**config.mk**
```make
export PLATFORM = sky130hd
export DESIGN_NAME = core_sequencer
export DESIGN_NICKNAME = d
export VERILOG_FILES = /design/src/rtl/core_pkg.sv /design/src/rtl/core_sequencer_wait_timer.sv /design/src/rtl/core_sequencer.sv
export SDC_FILE = /design/constraint.sdc
export NUM_CORES = 1
export LEC_CHECK = 0
export CORE_MARGIN = 2
export CORE_UTILIZATION = 53
export CTS_CLUSTER_SIZE = 40
export DETAILED_ROUTE_END_ITERATION = 7
export GPL_TIMING_DRIVEN = 0
export HOLD_SLACK_MARGIN = 0.12
export PLACE_DENSITY_LB_ADDON = 0.05
export SLEW_MARGIN = 20
export SYNTH_ARGS = -nofsm -noshare
export SYNTH_HDL_FRONTEND = slang
export SYNTH_SLANG_ARGS = --single-unit
export TNS_END_PERCENT = 10
```
**constraint.sdc**
```tcl
create_clock -name clk -period 2.9 [get_ports clk]
set_input_delay 0.58 -clock clk [delete_from_list [all_inputs] [get_ports clk]]
set_output_delay 0.58 -clock clk [all_outputs]
set_load 0.05 [all_outputs]
```
**src/rtl/core_pkg.sv**
```systemverilog
// Shared definitions for the RV32I core. The decoder, the sequencer and the
// trace tooling use the same opcode constants and 3-bit state encoding.
package core_pkg;

  localparam logic [6:0] OP_LOAD   = 7'b0000011;
  localparam logic [6:0] OP_STORE  = 7'b0100011;
  localparam logic [6:0] OP_OP     = 7'b0110011;
  localparam logic [6:0] OP_OPIMM  = 7'b0010011;
  localparam logic [6:0] OP_JALR   = 7'b1100111;
  localparam logic [6:0] OP_LUI    = 7'b0110111;
  localparam logic [6:0] OP_AUIPC  = 7'b0010111;
  localparam logic [6:0] OP_JAL    = 7'b1101111;
  localparam logic [6:0] OP_BRANCH = 7'b1100011;
  localparam logic [6:0] OP_SYSTEM = 7'b1110011;

  typedef enum logic [2:0] {
    ST_IDLE  = 3'd0,
    ST_FETCH = 3'd1,
    ST_EXEC  = 3'd2,
    ST_MEM   = 3'd3,
    ST_WB    = 3'd4,
    ST_HALT  = 3'd5,
    ST_FAULT = 3'd6
  } state_t;

  // Opcodes that finish without a data-memory access.
  function automatic logic is_alu_class(input logic [6:0] op);
    return (op == OP_OP)    || (op == OP_OPIMM) || (op == OP_JALR)  ||
           (op == OP_LUI)   || (op == OP_AUIPC) || (op == OP_JAL)   ||
           (op == OP_BRANCH);
  endfunction

endpackage

```
**src/rtl/core_sequencer_wait_timer.sv**
```systemverilog
// Handshake wait counter: counts stalled cycles, flags the last permitted
// wait cycle so the sequencer can fault instead of waiting forever.
module wait_timer #(
  parameter int TIMEOUT = 255
) (
  input  logic clk,
  input  logic rst,
  input  logic clear,
  input  logic count_en,
  output logic expired
);

  localparam int W = (TIMEOUT > 1) ? $clog2(TIMEOUT) : 1;
  localparam logic [W-1:0] LAST = W'(TIMEOUT - 1);

  logic [W-1:0] count_reg;

  always_ff @(posedge clk) begin
    if (rst || clear) begin
      count_reg <= '0;
    end else if (count_en) begin
      count_reg <= count_reg + W'(1);
    end
  end

  assign expired = (count_reg == LAST);

endmodule

```
**src/rtl/core_sequencer.sv**
```systemverilog
// Multi-cycle sequencer: steps each instruction through FETCH, EXEC, optional
// MEM and WB, owning the memory handshakes and the PC/regfile commit strobes.
module core_sequencer
  import core_pkg::*;
#(
  parameter int MEM_TIMEOUT = 255
) (
  input  logic        clk,
  input  logic        rst,
  input  logic        run,
  output logic        imem_req,
  input  logic        imem_ready,
  output logic        ir_load,
  input  logic [6:0]  opcode,
  input  logic        ctrl_reg_write,
  input  logic        ctrl_mem_write,
  output logic        dmem_req,
  output logic        dmem_we,
  input  logic        dmem_ready,
  output logic        pc_write_enable,
  output logic        rf_write_enable,
  output logic        retired,
  output logic [31:0] retired_count,
  output logic        halted,
  output logic        fault,
  output logic [2:0]  state
);

  state_t      state_reg, state_next;
  logic [31:0] retired_count_reg;
  logic        timer_clear, timer_count, timer_expired;

  wait_timer #(.TIMEOUT(MEM_TIMEOUT)) u_wait_timer (
    .clk      (clk),
    .rst      (rst),
    .clear    (timer_clear),
    .count_en (timer_count),
    .expired  (timer_expired)
  );

  always_ff @(posedge clk) begin
    if (rst) begin
      state_reg         <= ST_IDLE;
      retired_count_reg <= '0;
    end else begin
      state_reg <= state_next;
      if (state_reg == ST_WB) begin
        retired_count_reg <= retired_count_reg + 32'd1;
      end
    end
  end

  always_comb begin
    state_next      = state_reg;
    imem_req        = 1'b0;
    ir_load         = 1'b0;
    dmem_req        = 1'b0;
    dmem_we         = 1'b0;
    pc_write_enable = 1'b0;
    rf_write_enable = 1'b0;
    retired         = 1'b0;
    halted          = 1'b0;
    fault           = 1'b0;
    timer_count     = 1'b0;
    case (state_reg)
      ST_IDLE: begin
        if (run) state_next = ST_FETCH;
      end
      ST_FETCH: begin
        imem_req = 1'b1;
        // A ready arriving on the last permitted wait cycle still wins.
        if (imem_ready) begin
          ir_load    = 1'b1;
          state_next = ST_EXEC;
        end else if (timer_expired) begin
          state_next = ST_FAULT;
        end else begin
          timer_count = 1'b1;
        end
      end
      ST_EXEC: begin
        if (opcode == OP_LOAD || opcode == OP_STORE) state_next = ST_MEM;
        else if (is_alu_class(opcode))               state_next = ST_WB;
        else if (opcode == OP_SYSTEM)                state_next = ST_HALT;
        else                                         state_next = ST_FAULT;
      end
      ST_MEM: begin
        dmem_req = 1'b1;
        dmem_we  = ctrl_mem_write & (opcode == OP_STORE);
        if (dmem_ready) begin
          state_next = ST_WB;
        end else if (timer_expired) begin
          state_next = ST_FAULT;
        end else begin
          timer_count = 1'b1;
        end
      end
      ST_WB: begin
        pc_write_enable = 1'b1;
        rf_write_enable = ctrl_reg_write & (opcode != OP_STORE);
        retired         = 1'b1;
        state_next      = run ? ST_FETCH : ST_IDLE;
      end
      ST_HALT: begin
        halted = 1'b1;
      end
      ST_FAULT: begin
        halted = 1'b1;
        fault  = 1'b1;
      end
      default: begin
        state_next = ST_FAULT;
      end
    endcase
  end

  // Every phase change restarts the wait budget for the next handshake.
  assign timer_clear   = (state_next != state_reg);
  assign retired_count = retired_count_reg;
  assign state         = state_reg;

endmodule

```
==> flow_metrics.tcl, run 1 <==
set metrics [dict create \
    yosysSeqAreaShare_pct 37.9 \
    maxSlewHeadroom_pct 31.1 \
    min_period_ns 2.81 \
    die_h_microns 69.4 \
    globalRouteTotalUtil_pct 23.1 \
    dpl.hpwl_microns 3980 \
    finalHoldViolCount 0 \
    synthTopCellsByArea "dfxtp_1 38%, xnor2_1 8.1%, nor2_1 7.1%" \
    initial_core_util_pct 55.9 \
    path_cells "clkdlybuf4s50_1, or2_2, nor2_1, nand2_1, and3_2, dlygate4sd2_1" \
    drtPass1Iterations 4 \
    drv_slew 0 \
    grt_pass1_vias 1998 \
    postSynthCellCount 279 \
    layout-drive-gt1-share_pct 8.16 \
    rows 23 \
    tritoncts "yes" \
    largest_register_ffs 32 \
    root_buffer "clkbuf_8" \
    port_buffers 56 \
    drt-initial-drc-count 111 \
    drv_cap 0 \
    routed-wl-met3_microns 238 \
    yosysUniqueCellTypes 45 \
    grt_antenna_before_repair 0 \
    worstPathArrival_ns 2.23 \
    synthTopCellsByCount "43 x dfxtp_1, 43 x nor2_1, 22 x nand2_1" \
    core_sq_um 4060 \
    synth_ff_type "dfxtp_1" \
    postRouteAntennaNets 0 \
    period_share_pct 96.9 \
    worstHoldPathType "reg -> reg" \
    leakage_nw 1.02 \
    async_reset_ff_share_pct 0 \
    diodes 0 \
    worst_skew_pair.late_latency_ns 0.30 \
    max_stage_delay_ns 0.45 \
    routed.top_layer "met4" \
    remaining_drc_errors 0 \
    vias 2153 \
    whs_ns 0.509 \
    dieArea_sq_um 4820 \
    setup_viol_count_final 0 \
    register_area_sq_um 861 \
    tightestPinTransition_ns 1.01 \
    synth_warnings 0 \
    vdd_drop_max_uv 284 \
    synth-edff-count 0 \
    grt_pass1_wl_microns 9250 \
    place_congestion 0.903 \
    ios 58 \
    fillers 349 \
    ys_seq_elements 43 \
    p_per_area_nw_per_um2 423 \
    routed_wl_microns 5420 \
    fin_area_sq_um 3020 \
    cp_max_fo 4 \
    hold_buffers 0 \
    place_area_sq_um 2900 \
    yosysTopAreaCell "dfxtp_1" \
    syn_to_final_growth_pct 33.1 \
    outcome "finished, final reports clean" \
    grt_max_degree 14 \
    vias_per_cell 5.48 \
    wl_met2_microns 2590 \
    postCtsSetupBuffers 0 \
    die_x_microns 69.4 \
    wl_met1_microns 2530 \
    overflow 0 \
    path_clk_slew_ns 0.08 \
    start_kind "input port" \
    cp_slowest_cell "clkdlybuf4s50_1" \
    fin_worst_skew_ns 0.00438 \
    syn_avg_cell_area_sq_um 8.13 \
    syn_nets 296 \
    synth_area_sq_um 2270 \
    critical_path_class "in -> out" \
    final_nets 359 \
    worstSetupEndpointType "output port" \
    post_drt_wl_per_cell_microns 13.8 \
    cts_sinks 43 \
    numCtsBuffers 5 \
    htreeDepth 2 \
    rsz0062_at_grt "false" \
    cts_buffer_depth 2 \
    fmax_mhz 356 \
    synth_top_area_share_pct 37.9 \
    multi_input_area_sq_um 1310 \
    crit_required_ns 2.32 \
]
## repair_timing
| action | 4_1_cts | 5_1_grt |
|---|---|---|
| resized for setup | 2 | 5 |
| hold endpoints to repair | 0 | 0 |
| endpoints found under the setup margin | 2 | 4 |
| cloned | 0 | 0 |
## layout make-up
type / count / share of cell area (%)
buffer: 11 / 2.07
clock buffer: 6 / 2.73
clock inverter: 2 / 1.16
inverter: 11 / 1.37
multi-input combinational: 214 / 43.5
sequential: 43 / 28.5
tap: 50 / 2.07
timing repair buffer: 56 / 18.6
## worst paths after layout
kind                startpoint  cells after the start                   endpoint  slack (ns)
max                  opcode[4]                      6            rf_write_enable        0.09
min          retired_count[30]                      2          retired_count[30]        0.51
max reg2reg           state[1]                      6  u_wait_timer.count_reg[2]        0.56
min reg2reg  retired_count[30]                      2          retired_count[30]        0.51
## critical path: cells and delay by family
family	cells	cell delay (ns)
buffers and inverters	2	0.86
AND/OR/NAND/NOR	4	0.78
## power breakdown
part	switching, mW	internal (mW)
Combinational	0.113	0.0682
Clock	0.209	0.279
Sequential	0.0107	0.596
Total	0.333	0.944
## kinds of logic after synthesis
| family | share of synthesized area, % |
|---|---|
| and+or+nand+nor | 34.5 |
| muxes | 1.32 |
| AOI/OAI and AO/OA | 8.38 |
| buffers and inverters | 4.58 |
| adders and majority gates | 1.65 |
| DFF | 37.9 |
| xor gates and xnor gates | 11.6 |
## metal layers
metal	GRT usage, %	vias to the layer above
met2	38.0	55
met4	6.10	0
li1	-	1102
met3	4.65	6
met1	30.9	990
met5	0	-
## metrics by stage
step | setup slack [ns] | setup TNS [ns] | util [%] | power, mW | cells
finish | 0.0894 | 0 | 74.4 | 1.28 | 393
detailed placement | -0.195 | -0.388 | 71.5 | 0.802 | 385
CTS | 0.0575 | 0 | 74.3 | 1.28 | 393
global placement | -0.187 | -0.367 | 71.5 | 0.800 | 385
floorplan | -0.245 | -0.245 | - | 0.741 | 279
global route | 0.00883 | 0 | 74.4 | 1.32 | 393
## cell usage in the layout (no fill, tap or decap), types with 3 or more instances in the layout
master           synthesis  layout
a21oi_1                 10      10
and3_1                   3       3
buf_4                    3       3
clkbuf_1                 5       5
clkbuf_8                 0       6
clkdlybuf4s50_1          0      51
dfxtp_1                 43      43
dlymetal6s2s_1           0       3
ha_1                     3       3
inv_1                   11      11
mux2i_1                  3       3
nand2_1                 22      22
nand3_1                 17      17
nand4_1                 13      13
nor2_1                  43      43
nor3_1                  16      15
o21ai_0                 11      11
or3_1                    7       7
xnor2_1                 21      21
xor2_1                   9       9
(Power assumes the default switching activity.)
==> inputs of run 2 (changes only) <==
- CTS_CLUSTER_SIZE: 40 -> 16
==> results of run 2 <==
The final DEF is identical to that of run 1; final timing and power are the same.
